File: config.mk
export PLATFORM = sky130hd
export DESIGN_NAME = spi_pixel_slave_flat
export DESIGN_NICKNAME = d
export VERILOG_FILES = /design/src/rtl/spi_pixel_slave_if.sv /design/src/rtl/spi_pixel_slave.sv /design/src/flat_wrapper.sv
export SDC_FILE = /design/constraint.sdc
export NUM_CORES = 1
export LEC_CHECK = 0
export CORE_ASPECT_RATIO = 0.7
export CORE_MARGIN = 1
export CORE_UTILIZATION = 40
export DETAILED_ROUTE_END_ITERATION = 10
export HOLD_SLACK_MARGIN = 0.03
export REMOVE_ABC_BUFFERS = 1
export SLEW_MARGIN = 30
export SYNTH_ARGS = -nofsm -noshare
export SYNTH_HDL_FRONTEND = slang
export SYNTH_SLANG_ARGS = --single-unit
File: constraint.sdc
create_clock -name clk -period 3.8 [get_ports clk]
set_input_delay 0.95 -clock clk [delete_from_list [all_inputs] [get_ports clk]]
set_output_delay 0.95 -clock clk [all_outputs]
set_load 0.005 [all_outputs]
File: src/rtl/spi_pixel_slave_if.sv
// Host SPI pins plus the framebuffer write-request port of spi_pixel_slave.
// The slave modport is the SPI responder; the master modport is the host/SRAM side.
interface spi_pixel_slave_if #(
    parameter int ADDR_W = 19,
    parameter int DATA_W = 16
);
    logic              spi_cs;
    logic              spi_sck;
    logic              spi_mosi;
    logic              spi_miso;
    logic              miso_oe;
    logic              wr_valid;
    logic [ADDR_W-1:0] wr_addr;
    logic [DATA_W-1:0] wr_data;
    logic              wr_ready;
    logic              busy;

    modport slave (
        input  spi_cs, spi_sck, spi_mosi, wr_ready,
        output spi_miso, miso_oe, wr_valid, wr_addr, wr_data, busy
    );

    modport master (
        output spi_cs, spi_sck, spi_mosi, wr_ready,
        input  spi_miso, miso_oe, wr_valid, wr_addr, wr_data, busy
    );
endinterface

File: src/rtl/spi_pixel_slave.sv
// SPI mode-0 pixel write slave: oversampled host frames become framebuffer write requests,
// and a status byte {wr_valid, ovf, 4'b0000, 2'b10} is shifted back on MISO.
module spi_pixel_slave #(
    parameter int ADDR_W   = 19,
    parameter int DATA_W   = 16,
    parameter int ADDR_MAX = 416799
) (
    input  logic             clk,
    input  logic             rst_n,
    spi_pixel_slave_if.slave bus
);
    localparam logic [2:0] ST_IDLE   = 3'd0;
    localparam logic [2:0] ST_CMD    = 3'd1;
    localparam logic [2:0] ST_ADDR   = 3'd2;
    localparam logic [2:0] ST_DATA   = 3'd3;
    localparam logic [2:0] ST_STAT   = 3'd4;
    localparam logic [2:0] ST_IGNORE = 3'd5;

    localparam logic [7:0]        CMD_WRITE = 8'h02;
    localparam logic [7:0]        CMD_STAT  = 8'h05;
    localparam logic [ADDR_W-1:0] ADDR_LAST = ADDR_W'(ADDR_MAX);

    logic              cs_p0, cs_p1, cs_p2;
    logic              sck_p0, sck_p1, sck_p2;
    logic              mosi_p0, mosi_p1;
    logic [2:0]        state;
    logic [2:0]        bit_cnt;
    logic [1:0]        byte_idx;
    logic [6:0]        rx_sr;
    logic [15:0]       addr_sh;
    logic [7:0]        data_hi;
    logic [ADDR_W-1:0] ptr;
    logic [7:0]        tx_sr;
    logic              miso_q;
    logic              stat_sent;
    logic              ovf;
    logic              wr_valid_q;
    logic [ADDR_W-1:0] wr_addr_q;
    logic [DATA_W-1:0] wr_data_q;

    logic              cs_rise, cs_fall, sck_rise, sck_fall;
    logic              in_frame, byte_done, word_done, accept;
    logic [7:0]        rx_byte;
    logic [7:0]        status;
    logic [ADDR_W-1:0] ptr_next;

    // Stage p0/p1: two-flop synchronizers; stage p2: edge-detect history
    always_ff @(posedge clk or negedge rst_n) begin
        if (!rst_n) begin
            cs_p0   <= 1'b0;
            cs_p1   <= 1'b0;
            cs_p2   <= 1'b0;
            sck_p0  <= 1'b0;
            sck_p1  <= 1'b0;
            sck_p2  <= 1'b0;
            mosi_p0 <= 1'b0;
            mosi_p1 <= 1'b0;
        end else begin
            cs_p0   <= bus.spi_cs;
            cs_p1   <= cs_p0;
            cs_p2   <= cs_p1;
            sck_p0  <= bus.spi_sck;
            sck_p1  <= sck_p0;
            sck_p2  <= sck_p1;
            mosi_p0 <= bus.spi_mosi;
            mosi_p1 <= mosi_p0;
        end
    end

    assign cs_rise   = cs_p1 & ~cs_p2;
    assign cs_fall   = ~cs_p1 & cs_p2;
    assign sck_rise  = sck_p1 & ~sck_p2;
    assign sck_fall  = ~sck_p1 & sck_p2;
    assign in_frame  = (state != ST_IDLE);
    assign rx_byte   = {rx_sr, mosi_p1};
    assign status    = {wr_valid_q, ovf, 4'b0000, 2'b10};
    // A CS rise in the same clk as the 8th SCK rise wins and drops that bit
    assign byte_done = in_frame && sck_rise && !cs_rise && (bit_cnt == 3'd7);
    assign word_done = byte_done && (state == ST_DATA) && (byte_idx == 2'd1);
    assign accept    = !wr_valid_q || bus.wr_ready;
    assign ptr_next  = (ptr == ADDR_LAST) ? '0 : ptr + 1'b1;

    always_ff @(posedge clk or negedge rst_n) begin
        if (!rst_n) begin
            state     <= ST_IDLE;
            bit_cnt   <= 3'd0;
            byte_idx  <= 2'd0;
            rx_sr     <= 7'd0;
            addr_sh   <= 16'd0;
            data_hi   <= 8'd0;
            ptr       <= '0;
            tx_sr     <= 8'd0;
            miso_q    <= 1'b0;
            stat_sent <= 1'b0;
        end else if (cs_rise) begin
            state <= ST_IDLE;
        end else if (cs_fall) begin
            state     <= ST_CMD;
            bit_cnt   <= 3'd0;
            byte_idx  <= 2'd0;
            stat_sent <= 1'b0;
            miso_q    <= status[7];
            tx_sr     <= {status[6:0], 1'b0};
        end else if (in_frame && sck_rise) begin
            rx_sr   <= rx_byte[6:0];
            bit_cnt <= bit_cnt + 3'd1;
            if (bit_cnt == 3'd7) begin
                case (state)
                    ST_CMD: begin
                        byte_idx <= 2'd0;
                        if (rx_byte == CMD_WRITE)     state <= ST_ADDR;
                        else if (rx_byte == CMD_STAT) state <= ST_STAT;
                        else                          state <= ST_IGNORE;
                    end
                    ST_ADDR: begin
                        addr_sh <= {addr_sh[7:0], rx_byte};
                        if (byte_idx == 2'd2) begin
                            ptr      <= ADDR_W'({addr_sh, rx_byte});
                            byte_idx <= 2'd0;
                            state    <= ST_DATA;
                        end else begin
                            byte_idx <= byte_idx + 2'd1;
                        end
                    end
                    ST_DATA: begin
                        if (byte_idx == 2'd0) begin
                            data_hi  <= rx_byte;
                            byte_idx <= 2'd1;
                        end else begin
                            byte_idx <= 2'd0;
                            ptr      <= ptr_next;
                        end
                    end
                    ST_STAT: stat_sent <= 1'b1;
                    default: ;
                endcase
            end
        end else if (in_frame && sck_fall) begin
            // bit_cnt wraps to 0 after a full byte, so the next fall starts a fresh status byte
            if (bit_cnt == 3'd0) begin
                miso_q <= status[7];
                tx_sr  <= {status[6:0], 1'b0};
            end else begin
                miso_q <= tx_sr[7];
                tx_sr  <= {tx_sr[6:0], 1'b0};
            end
        end
    end

    always_ff @(posedge clk or negedge rst_n) begin
        if (!rst_n) begin
            wr_valid_q <= 1'b0;
            wr_addr_q  <= '0;
            wr_data_q  <= '0;
        end else if (word_done && accept) begin
            wr_valid_q <= 1'b1;
            wr_addr_q  <= ptr;
            wr_data_q  <= DATA_W'({data_hi, rx_byte});
        end else if (wr_valid_q && bus.wr_ready) begin
            wr_valid_q <= 1'b0;
        end
    end

    // Overflow is sticky until the host has read at least one full status byte in a STAT frame
    always_ff @(posedge clk or negedge rst_n) begin
        if (!rst_n) begin
            ovf <= 1'b0;
        end else if (word_done && !accept) begin
            ovf <= 1'b1;
        end else if (cs_rise && (state == ST_STAT) && stat_sent) begin
            ovf <= 1'b0;
        end
    end

    assign bus.spi_miso = miso_q && ((state == ST_CMD) || (state == ST_STAT));
    assign bus.miso_oe  = in_frame;
    assign bus.busy     = in_frame;
    assign bus.wr_valid = wr_valid_q;
    assign bus.wr_addr  = wr_addr_q;
    assign bus.wr_data  = wr_data_q;
endmodule
File: src/flat_wrapper.sv
// flat-port wrapper written by rule: the top's interface ports become plain ports
module spi_pixel_slave_flat 
#(
    parameter int ADDR_W   = 19,
    parameter int DATA_W   = 16,
    parameter int ADDR_MAX = 416799
)
  (clk, rst_n, bus_spi_cs, bus_spi_sck, bus_spi_mosi, bus_wr_ready, bus_spi_miso, bus_miso_oe, bus_wr_valid, bus_wr_addr, bus_wr_data, bus_busy);
  spi_pixel_slave_if #(.ADDR_W(ADDR_W), .DATA_W(DATA_W)) bus_i ();
  input  logic clk;
  input  logic rst_n;
  input wire logic [$bits(bus_i.spi_cs)-1:0] bus_spi_cs;
  input wire logic [$bits(bus_i.spi_sck)-1:0] bus_spi_sck;
  input wire logic [$bits(bus_i.spi_mosi)-1:0] bus_spi_mosi;
  input wire logic [$bits(bus_i.wr_ready)-1:0] bus_wr_ready;
  output wire logic [$bits(bus_i.spi_miso)-1:0] bus_spi_miso;
  output wire logic [$bits(bus_i.miso_oe)-1:0] bus_miso_oe;
  output wire logic [$bits(bus_i.wr_valid)-1:0] bus_wr_valid;
  output wire logic [$bits(bus_i.wr_addr)-1:0] bus_wr_addr;
  output wire logic [$bits(bus_i.wr_data)-1:0] bus_wr_data;
  output wire logic [$bits(bus_i.busy)-1:0] bus_busy;
  assign bus_i.spi_cs = bus_spi_cs;
  assign bus_i.spi_sck = bus_spi_sck;
  assign bus_i.spi_mosi = bus_spi_mosi;
  assign bus_i.wr_ready = bus_wr_ready;
  assign bus_spi_miso = bus_i.spi_miso;
  assign bus_miso_oe = bus_i.miso_oe;
  assign bus_wr_valid = bus_i.wr_valid;
  assign bus_wr_addr = bus_i.wr_addr;
  assign bus_wr_data = bus_i.wr_data;
  assign bus_busy = bus_i.busy;
  spi_pixel_slave #(.ADDR_W(ADDR_W), .DATA_W(DATA_W), .ADDR_MAX(ADDR_MAX)) u_core (.clk(clk), .rst_n(rst_n), .bus(bus_i));
endmodule
Word-level counts from Yosys, hierarchy flattened

Cells that the tools add are included.
Widths: inputs -> output; s select.

Register bits after elaboration: 108
Bits in latches: 0
Bits in writable memories: 0
ROM bits: 0
Input port bits: 6
Output and inout port bits: 39
Logic and storage cells: 125
Memories kept: 0

$add $sub $neg: 3
Multipliers: 0
Div/mod/pow operators: 0
Magnitude comparators: 0
Equality and inequality tests: 14
Shift-type cells: 0
Muxes and demuxes: 36
Bitwise logic cells: 10
Reductions and logical operators: 40

Operators by type and width:

| operator              | count |
|---|---|
| $mux 19               | 3 |
| $pmux 19 s2           | 1 |
| $mux 8                | 4 |
| $mux 3                | 8 |
| $add 19x1->19 const B | 1 |
| $eq 19x19->1 const B  | 1 |
| $mux 1                | 14 |
| $reduce_bool 2->1     | 7 |
| $logic_and 1x1->1     | 12 |
| $reduce_and 4->1      | 3 |
| $reduce_bool 3->1     | 3 |
| $eq 8x2->1 const B    | 1 |
| $eq 8x3->1 const B    | 1 |
| $mux 2                | 4 |
| $reduce_bool 4->1     | 2 |
| $reduce_and 7->1      | 1 |
| $eq 3x2->1 const B    | 2 |
| $eq 3x3->1 const B    | 2 |
| $not 1->1             | 6 |
| $pmux 2 s3            | 1 |
| $pmux 3 s2            | 1 |
| $reduce_and 3->1      | 2 |
| $reduce_and 6->1      | 1 |
| $reduce_and 5->1      | 1 |
| other kinds (14)      | 21 |

Logic depth before layout (Yosys ltp)

Gate-level depths: netlist (run 1).

Depth after elaboration: 9
Mapped depth: 9
Gate-level depth less buffers: 7

Worst setup path before layout (run 1)

OpenSTA, ideal clock, no wires.

Kind: input -> register
Start point: input port bus_wr_ready
End point: register u_core.wr_addr_q[0] (netlist: u_core.bus.wr_addr[0])
Library setup time: 0.125 ns
Arrival time: 1.818 ns
Data required time: 3.675 ns
Slack: 1.857 ns
Cell stages on the path: 4
Path buffers: 1
Cell sequence: nand2b_1 -> nand4_2 -> buf_2 -> mux2_2

Cells in the longest elaborated chain, start to end: 2

Ends and longest elaborated chain:

| what                 | RTL line               | text |
|---|---|---|
| start, declared      | flat_wrapper.sv:15     | `input wire logic [$bits(bus_i.wr_ready)-1:0] bus_wr_ready;` |
| $logic_or 1x1->1     | spi_pixel_slave.sv:80  | `assign accept = !wr_valid_q \|\| bus.wr_ready;` |
| $logic_and 1x1->1    | spi_pixel_slave.sv:155 | `end else if (word_done && accept) begin` |
| end signal, assigned | spi_pixel_slave.sv:157 | `wr_addr_q <= ptr;` |
| end, declared        | spi_pixel_slave.sv:38  | `logic [ADDR_W-1:0] wr_addr_q;` |

No other way between the ends.
A chain may end at the register's enable or synchronous reset.

Final worst setup path (run 1)

Start point: register u_core.state[0]
End point: output port bus_spi_miso

Cells in the longest elaborated chain, start to end: 3
Elaborated cells on any way between the ends: 4
Classes of those cells: 2 x eq/ne; 2 x reduce/logical

Ends and longest elaborated chain:

| what                                     | RTL line               | text |
|---|---|---|
| start, declared                          | spi_pixel_slave.sv:26  | `logic [2:0] state;` |
| start signal, assigned                   | spi_pixel_slave.sv:85  | `state <= ST_IDLE;` |
| start signal, assigned                   | spi_pixel_slave.sv:96  | `state <= ST_IDLE;` |
| start signal, assigned                   | spi_pixel_slave.sv:98  | `state <= ST_CMD;` |
| $eq 3x1->1 or $eq 3x3->1 (tied branches) | spi_pixel_slave.sv:175 | `assign bus.spi_miso = miso_q && ((state == ST_CMD) \|\| (state == ST_STAT));` |
| $logic_or 1x1->1 (*)                     | spi_pixel_slave.sv:175 |  |
| $logic_and 1x1->1 (*)                    | spi_pixel_slave.sv:175 |  |
| end, declared                            | flat_wrapper.sv:16     | `output wire logic [$bits(bus_i.spi_miso)-1:0] bus_spi_miso;` |

Every way passes the cells marked *; elsewhere a longest branch is shown, timed or not.

==> impl_metrics.csv, run 1 <==
group,metric,value,unit
run_status,status,"complete, no violations",
sta,period_share,0.718,
logic_synthesis,ys_ff_latch,106,
floorplanning,dieArea,12600,um^2
clock_tree,cts_root_buf,"clkbuf_16",
setup_path,cp_slowest_stage_delay,540,ps
sta,setup_viol,0,
clock_tree,numClockSinks,106,
clock_tree,clkSlewWorstSetupHoldPaths,70,ps
route,wl_per_cell,16.6,um
run,drv_cap,0,
sta,skew,4.48,ps
logic_synthesis,synthFlopType,"dfrtp_1",
route,wirelength,10.3,mm
pwr,pwr_density_cell,433,nW/um^2
clock_tree,clk_latency,350,ps
place,place_hpwl,6.75,mm
setup_path,critical_path_class,"flop to output pin",
route,drc,0,
final_layout,final_layout_size_suffix_gt1_frac,0.189,
sta,tns,0,ps
final_layout,area_delta_synth_final,18.6,%
clock_tree,clockBufferDepth,2,
logic_synthesis,synth_cells,421,
global_route,grt_pass1_vias,3401,
floorplanning,start_util,0.412,
logic_synthesis,synth_edf_count,0,
global_route,antenna_found_initial,0,
route,ant_nets,0,
logic_synthesis,synth_top_area_frac,0.548,
setup_path,cp_num_buf_inv,1,
setup_path,critPathCaptureType,"output pin",
logic_synthesis,netlist_area,4840,um^2
logic_synthesis,ys_seq_area_frac,0.548,
sta,tightest_slew,731,ps
final_layout,layout.cells.non_filler,622,
setup_path,arrival,1780,ps
pwr,power.total,2490,uW
final_layout,multi_input_comb_area,2020,um^2
global_route,grtUsageTotal,0.181,
floorplanning,fp.dieH,94.1,um
place,portBuffers,44,
setup_path,r2r_slack,1410,ps
route,vias_per_cell,5.46,
clock_tree,cts_hold_buf,0,
logic_synthesis,synth.distinct_cells,56,
final_layout,postLayoutCellArea,5740,um^2
setup_path,critical_path.max_fanout,10,
route,drt_first_pass_iters,4,
sta,post-route-min-period,2730,ps
final_layout,final_common_cell,"dfrtp_1",
logic_synthesis,synth.avg_cell_area,11.5,um^2
pwr,ir_worst_vdd,262,uV
setup_path,crit_chain,"xnor2_1 > nor3b_1 > clkdlybuf4s50_1",
floorplanning,io_pins,45,
logic_synthesis,synthTopCellsByArea,"dfrtp_1, mux2_2, o21ai_0",
clock_tree,numCtsBuffers,9,
logic_synthesis,synth_top_area_cell,"dfrtp_1",
global_route,grt_pass1_wl,17.5,mm
route,drt_iter0_drc,230,
floorplanning,die_x,134,um
place,dpl_cell_area,5420,um^2
floorplanning,fp-row-count,33,
pwr,p_leak,0.00259,uW
final_layout,layout_common_cells,"dfrtp_1, mux2_2, clkdlybuf4s50_1, nand2_1, o21ai_0",
place,dp.cells,606,
sta,max_slew_margin,0.513,
place,gp_congestion,0.777,
clock_tree,cts_resized,0,
sta,rsz0062_at_grt,"false",
setup_path,slowest_stage,"clkdlybuf4s50_1",
floorplanning,core,11800,um^2
setup_path,required,2850,ps
clock_tree,cts_tree,"built",
sta,report.final.slew_viol_count,0,
final_layout,nets,473,
clock_tree,cts_setup_buffers,0,
logic_synthesis,async_flop_share,1.00,
final_layout,seqCellArea,2650,um^2
sta,hold_violations,0,
setup_path,cpLargestDelayFamily,"buffers and inverters",
global_route,grt_max_degree,55,
final_layout,fillerInstances,1065,
clock_tree,htreeDepth,3,
global_route,overflow,0,
sta,clock.fmax,366,MHz
final_layout,antennaDiodeCount,0,
logic_synthesis,ys_warn_count,0,
setup_path,startpoint_type,"flop",
min_path,min_path_type,"flop to flop",
route,vias,3396,
[cells in the mapped netlist, types with 6 or more instances]
| cell type | instances |
|---|---|
| nor3_1 | 8 |
| clkbuf_1 | 9 |
| nand2_1 | 34 |
| ha_1 | 6 |
| nand4_1 | 7 |
| mux2_2 | 55 |
| a21oi_1 | 15 |
| buf_2 | 8 |
| nor2_1 | 22 |
| nand3_1 | 23 |
| inv_1 | 18 |
| dfrtp_1 | 106 |
| o21ai_0 | 27 |
[metrics by stage]
step	setup slack (ps)	util	hold slack, ps
floorplan	1250	-	331
finish	1070	0.488	350
global placement	1200	0.461	331
CTS	1050	0.488	352
detailed placement	1170	0.461	336
global route	986	0.488	357
[cell families (layout without fill, tap and decap cells)]
logic type / Yosys count / in the layout / synth area share
multiplexers: 60 / 60 / 0.138
flip-flops: 106 / 106 / 0.548
adder cells (fa/ha/maj): 6 / 6 / 0.0155
AO/OA/AOI/OAI: 79 / 79 / 0.111
buffers and inverters: 38 / 82 / 0.0346
XOR/XNOR: 1 / 1 / 0.00181
AND/OR/NAND/NOR: 131 / 131 / 0.151
[path summary, 6_finish.rpt]
path | start | endpoint | cells past startpoint
worst max-delay path | u_core.state[0] | bus_spi_miso | 3
worst min-delay path | u_core.cs_p0 | u_core.cs_p1 | 0
worst max register to register | u_core.bit_cnt[1] | u_core.data_hi[6] | 6
worst min register to register | u_core.cs_p0 | u_core.cs_p1 | 0
max in group asynchronous | rst_n | u_core.rx_sr[0] | 2
min in group asynchronous | rst_n | u_core.bus.wr_addr[12] | 1
[final cells by class]
type                       instances  share of cell area
sequential                       106               0.462
timing repair buffer              49              0.0849
multi-input combinational        277               0.352
inverter                          18              0.0118
clock inverter                     6              0.0159
clock buffer                       9              0.0392
tap                              157              0.0342
[sequential cells by signal, indices dropped and copies added (netlist names), 2 cells and up]
name and flops:
u_core.addr_sh 11, u_core.bus.wr_addr 19, u_core.data_hi 8, u_core.rx_sr 7
u_core.bus.wr_data 16, u_core.ptr 19, u_core.state 3, u_core.tx_sr 6
u_core.byte_idx 2, u_core.bit_cnt 3
[report_power, final]
group | internal, uW | switching, uW | total [uW]
Combinational | 106 | 118 | 225
Sequential | 1180 | 79.8 | 1260
Clock | 577 | 419 | 996
Total | 1870 | 617 | 2490
[per-layer routing]
layer,vias up,share of wire,track usage,routed length [um]
li1,1605,-,-,-
met3,15,0.046,0.0485,475
met1,1700,0.52,0.258,5380
met2,76,0.42,0.267,4340
met4,0,0.014,0.0597,142
met5,-,0,0,0
Note: power is estimated with default switching activity, not from simulation.
==> inputs of run 2 (changes only) <==
clock period = 2.3 ns   (was 3.8 ns; I/O delays follow)
==> run 2 against run 1 <==
Effect of this change: register-to-register slack lost 1200 ps; power up 62%; largest cell class unchanged; via count increased by 1.2%; largest power group unchanged; first-iteration DRC count shrank 35%; die area stayed put; count of clock-buffer cells in the layout unchanged.
==> impl_metrics.csv, run 2 (synthesis results as in run 1) <==
group,metric,value,unit
floorplanning,fp-row-count,33,
clock_tree,clk_latency,350,ps
floorplanning,dieArea,12600,um^2
route,drc,0,
sta,report.final.slew_viol_count,0,
route,wirelength,10.1,mm
route,drt_first_pass_iters,4,
place,place_hpwl,6.85,mm
floorplanning,die_x,134,um
final_layout,antennaDiodeCount,0,
run_status,status,"complete, no violations",
sta,clock.fmax,455,MHz
pwr,pwr_density_cell,686,nW/um^2
place,portBuffers,44,
final_layout,layout_common_cells,"dfrtp_1, mux2_2, clkdlybuf4s50_1, nand2_1, o21ai_0",
place,dp.cells,622,
pwr,p_leak,0.00267,uW
global_route,overflow,0,
global_route,antenna_found_initial,0,
sta,hold_slack,288,ps
final_layout,nets,489,
clock_tree,cts_hold_buf,0,
final_layout,seqCellArea,2660,um^2
clock_tree,cts_tree,"built",
run,drv_cap,0,
final_layout,final_layout_size_suffix_gt1_frac,0.222,
floorplanning,io_pins,45,
sta,setup_viol,0,
clock_tree,htreeDepth,3,
global_route,grt_pass1_vias,3365,
setup_path,critPathCaptureType,"output pin",
setup_path,arrival,1620,ps
clock_tree,numClockSinks,106,
clock_tree,numCtsBuffers,9,
global_route,grtUsageTotal,0.179,
min_path,min_path_type,"primary input to asynchronous set/reset pin",
clock_tree,cts_root_buf,"clkbuf_16",
route,vias_per_cell,5.39,
pwr,ir_worst_vdd,380,uV
setup_path,required,1730,ps
sta,max_slew_margin,0.629,
sta,period_share,0.956,
final_layout,area_delta_synth_final,21.2,%
final_layout,multi_input_comb_area,2030,um^2
sta,tns,0,ps
setup_path,startpoint_type,"flop",
global_route,grt_max_degree,107,
final_layout,fillerInstances,1061,
sta,setup_slack,100,ps
sta,rsz0062_at_grt,"false",
floorplanning,core,11800,um^2
sta,hold_violations,0,
route,ant_nets,0,
route,vias,3438,
floorplanning,fp.dieH,94.1,um
final_layout,postLayoutCellArea,5870,um^2
place,gp_congestion,0.830,
final_layout,final_common_cell,"dfrtp_1",
final_layout,layout.cells.non_filler,638,
place,dp_worst_setup_slack,201,ps
clock_tree,clkSlewWorstSetupHoldPaths,70,ps
route,wl_per_cell,15.9,um
sta,post-route-min-period,2200,ps
floorplanning,start_util,0.412,
setup_path,critical_path.max_fanout,7,
global_route,grt_pass1_wl,17.3,mm
clock_tree,clockBufferDepth,2,
route,drt_iter0_drc,149,
place,dpl_cell_area,5550,um^2
sta,tightest_slew,554,ps
setup_path,critical_path_class,"flop to output pin",
sta,skew,6.97,ps
setup_path,r2r_cells,8,
-- run 2: cell count changes in the layout (fill, tap and decap cells not counted), sizes merged --
cell	previous run	this run
clkdlybuf4s50	43	42
inv	19	21
buf	6	22
bufinv	2	1
clkinv	3	2
dlygate4sd2	0	1
-- run 2: repair_timing --
item	4_1_cts	5_1_grt
resized for setup	3	2
setup endpoints to repair	3	2
buffers inserted	0	1
-- run 2: power breakdown --
part	internal (uW)	total, uW	switching, uW
clock	853	1540	686
combinational	192	400	209
sequential	1960	2090	127
-- run 2: stage by stage --
| step | total power, uW | utilization |
|---|---|---|
| after detailed placement | 2520 | 0.472 |
| after global routing | 4220 | 0.499 |
| final | 4030 | 0.499 |
| after global placement | 2500 | 0.472 |
| after floorplan | 2320 | - |
| after CTS | 4070 | 0.497 |
-- run 2: worst paths after layout --
path,start,to,slack [ps]
max in group asynchronous,rst_n,u_core.state[0],1570
worst max-delay path,u_core.state[1],bus_busy,100
min in group clk,u_core.cs_p0,u_core.cs_p1,350
worst min-delay path,rst_n,u_core.bus.wr_addr[10],290
worst max register to register,u_core.bit_cnt[1],u_core.ptr[11],180
worst min register to register,u_core.cs_p0,u_core.cs_p1,350
-- run 2: critical path: stages (launching register included) --
cell	delay (ps)
dfrtp_2	470
nor3_4	250
inv_1	100
clkdlybuf4s50_1	460
-- run 2: cell type report --
| type | instances | share of cell area |
|---|---|---|
| Inverter | 18 | 0.0115 |
| Multi-Input combinational cell | 277 | 0.346 |
| Timing Repair Buffer | 65 | 0.106 |
| Clock inverter | 6 | 0.0126 |
| Tap cell | 157 | 0.0335 |
| Sequential cell | 106 | 0.453 |
| Clock buffer | 9 | 0.0384 |
-- run 2: routing by layer --
layer / routed length, um / global-route usage / up-vias
met4: 114 / 0.0502 / 0
met1: 5320 / 0.266 / 1714
met2: 4270 / 0.254 / 69
li1: - / - / 1644
met5: 0 / 0 / -
met3: 440 / 0.0475 / 11
==> inputs of run 3 (changes only) <==
--- a/config.mk
+++ b/config.mk
@@ -9,3 +9,3 @@
 export CORE_MARGIN = 1
-export CORE_UTILIZATION = 40
+export CORE_UTILIZATION = 30
 export DETAILED_ROUTE_END_ITERATION = 10
@@ -13,3 +13,3 @@
 export REMOVE_ABC_BUFFERS = 1
-export SLEW_MARGIN = 30
+export SLEW_MARGIN = 40
 export SYNTH_ARGS = -nofsm -noshare
==> constraint.sdc (replaced) <==
create_clock -name clk -period 2.3 [get_ports clk]
set_input_delay 0.345 -clock clk [delete_from_list [all_inputs] [get_ports clk]]
set_output_delay 0.345 -clock clk [all_outputs]
set_load 0.005 [all_outputs]
==> run 3 against run 2 <==
Effect of this change: largest power group unchanged; via count rose by 0.76%; non-clock buffer count fell by 2; clock skew up 3.2 ps; maximum frequency increased by 2.2%; critical path depth is the same; largest cell class unchanged; die area increased by 33%; flip-flop and latch count unchanged; global-route usage fell by 4.1 points; core utilization shrank 12 points; critical path type unchanged; cell area up 0.30%; combinational power shrank 5%.
==> impl_metrics.csv, run 3 (synthesis results as in run 1) <==
group,metric,value,unit
run_status,status,"complete, no violations",
pwr,pwr_density_cell,671,nW/um^2
final_layout,fillerInstances,1507,
final_layout,layout.cells.non_filler,679,
clock_tree,htreeDepth,3,
setup_path,arrival,1810,ps
setup_path,crit_start,"u_core.state[0]",
place,place_hpwl,7.38,mm
sta,max_slew_margin,0.613,
clock_tree,cts_resized,0,
route,vias,3464,
clock_tree,clkSlewWorstSetupHoldPaths,70,ps
pwr,ir_worst_vdd,336,uV
floorplanning,start_util,0.310,
clock_tree,cts_hold_buf,0,
setup_path,reg2reg_from,"u_core.ptr[0]",
setup_path,required,1960,ps
pwr,clockPowerShare,0.375,
clock_tree,clk_latency,350,ps
clock_tree,cts_tree,"built",
place,dp_worst_setup_slack,171,ps
clock_tree,cts_setup_buffers,0,
pwr,seqPwrFrac,0.528,
setup_path,r2r_slack,160,ps
route,drc,0,
setup_path,critical_path_class,"flop to output pin",
setup_path,cp_slowest_stage_delay,550,ps
setup_path,slowest_stage,"clkdlybuf4s50_1",
route,wirelength,10.7,mm
final_layout,nets,487,
route,wl_per_cell,15.7,um
final_layout,antennaDiodeCount,0,
sta,rsz0062_at_grt,"false",
floorplanning,io_pins,45,
sta,report.final.slew_viol_count,0,
floorplanning,dieArea,16700,um^2
clock_tree,numClockSinks,106,
place,gp_congestion,0.815,
floorplanning,fp.dieH,108,um
clock_tree,clockBufferDepth,2,
final_layout,finalCoreUtilization,0.376,
clock_tree,numCtsBuffers,9,
pwr,switchingPower,1030,uW
pwr,p_comb_frac,0.097,
setup_path,startpoint_type,"flop",
run,drv_cap,0,
clock_tree,cts_root_buf,"clkbuf_16",
pwr,power_switching_share,0.260,
setup_path,critical_path.max_fanout,10,
pwr,p_leak,0.00265,uW
sta,tightest_slew,579,ps
floorplanning,core,15600,um^2
global_route,grt_pass1_wl,18.0,mm
sta,setup_slack,149,ps
setup_path,critPathCaptureType,"output pin",
floorplanning,fp-row-count,38,
global_route,grt_pass1_vias,3421,
pwr,intPower,2920,uW
sta,post-route-min-period,2150,ps
floorplanning,die_x,154,um
sta,clock.fmax,465,MHz
global_route,grtUsageTotal,0.138,
route,drt_iter0_drc,283,
sta,hold_violations,0,
sta,skew,10.2,ps
final_layout,layout_common_cells,"dfrtp_1, mux2_2, clkdlybuf4s50_1, nand2_1, o21ai_0",
place,dp.cells,664,
min_path,min_path_type,"primary input to asynchronous set/reset pin",
sta,hold_slack,57.3,ps
final_layout,area_delta_synth_final,21.5,%
global_route,overflow,0,
sta,period_share,0.935,
final_layout,final_layout_size_suffix_gt1_frac,0.213,
final_layout,final_common_cell,"dfrtp_1",
route,drt_first_pass_iters,5,
place,portBuffers,44,
setup_path,crit_chain,"xnor2_1 > nor3b_1 > clkdlybuf4s50_1",
global_route,antenna_found_initial,0,
sta,setup_viol,0,
global_route,grt_max_degree,107,
route,ant_nets,0,
setup_path,r2r_end,"u_core.ptr[10]",
route,vias_per_cell,5.10,
setup_path,r2r_cells,6,
==> run 3: cell count changes in the layout (fill, tap and decap cells not counted), sizes merged <==
cell           previous run  this run
clkinvlp                  0         1
buf                      22        20
dlygate4sd2               1         0
clkbuf                    9        10
clkinv                    2         1
bufinv                    1         0
clkdlybuf4s50            42        43
==> run 3: worst max path at each step <==
stage                            endpoint  depth (start not counted)
finish                       bus_spi_miso                          3
global route                u_core.ptr[7]                          7
CTS                          bus_spi_miso                          3
detailed placement         u_core.ptr[10]                          6
global placement           u_core.ptr[10]                          6
floorplan           u_core.bus.wr_addr[0]                          4
==> run 3: power by group through the flow <==
stage	clock network (uW)	logic, uW	registers (uW)
finish	1480	382	2090
global route	1620	433	2110
CTS	1530	387	2090
detailed placement	0	386	2120
global placement	0	376	2120
floorplan	0	252	2070
==> run 3: cell type report <==
type                            instances  area, um^2  share of cell area
Sequential cell                       106        2650               0.451
Multi-Input combinational cell        277        2020               0.344
Timing Repair Buffer                   63         606               0.103
Tap cell                              200         250              0.0425
Clock buffer                           10         239              0.0406
Inverter                               18        67.6              0.0115
Clock inverter                          5        47.5             0.00808
==> run 3: per-stage QoR <==
| stage | total power [uW] | instance area, um^2 | TNS [ps] |
|---|---|---|---|
| after floorplan | 2320 | 4740 | -7030 |
| after global placement | 2490 | 5600 | 0 |
| after detailed placement | 2510 | 5600 | 0 |
| after CTS | 4010 | 5890 | 0 |
| after global routing | 4160 | 5890 | 0 |
| final | 3950 | 5890 | 0 |
==> run 3: per-layer routing <==
metal / GRT usage / routed length [um] / up-vias
li1: - / - / 1635
met1: 0.199 / 5430 / 1724
met2: 0.202 / 4610 / 97
met3: 0.0389 / 553 / 8
met4: 0.0350 / 81 / 0
met5: 0 / 0 / -
==> run 3: worst max-delay path, delay by kind of cell (launching register included) <==
kind	cells	cell delay, ps
buffers and inverters	1	550
DFF	1	500
and+or+nand+nor	1	240
xor gates and xnor gates	1	180
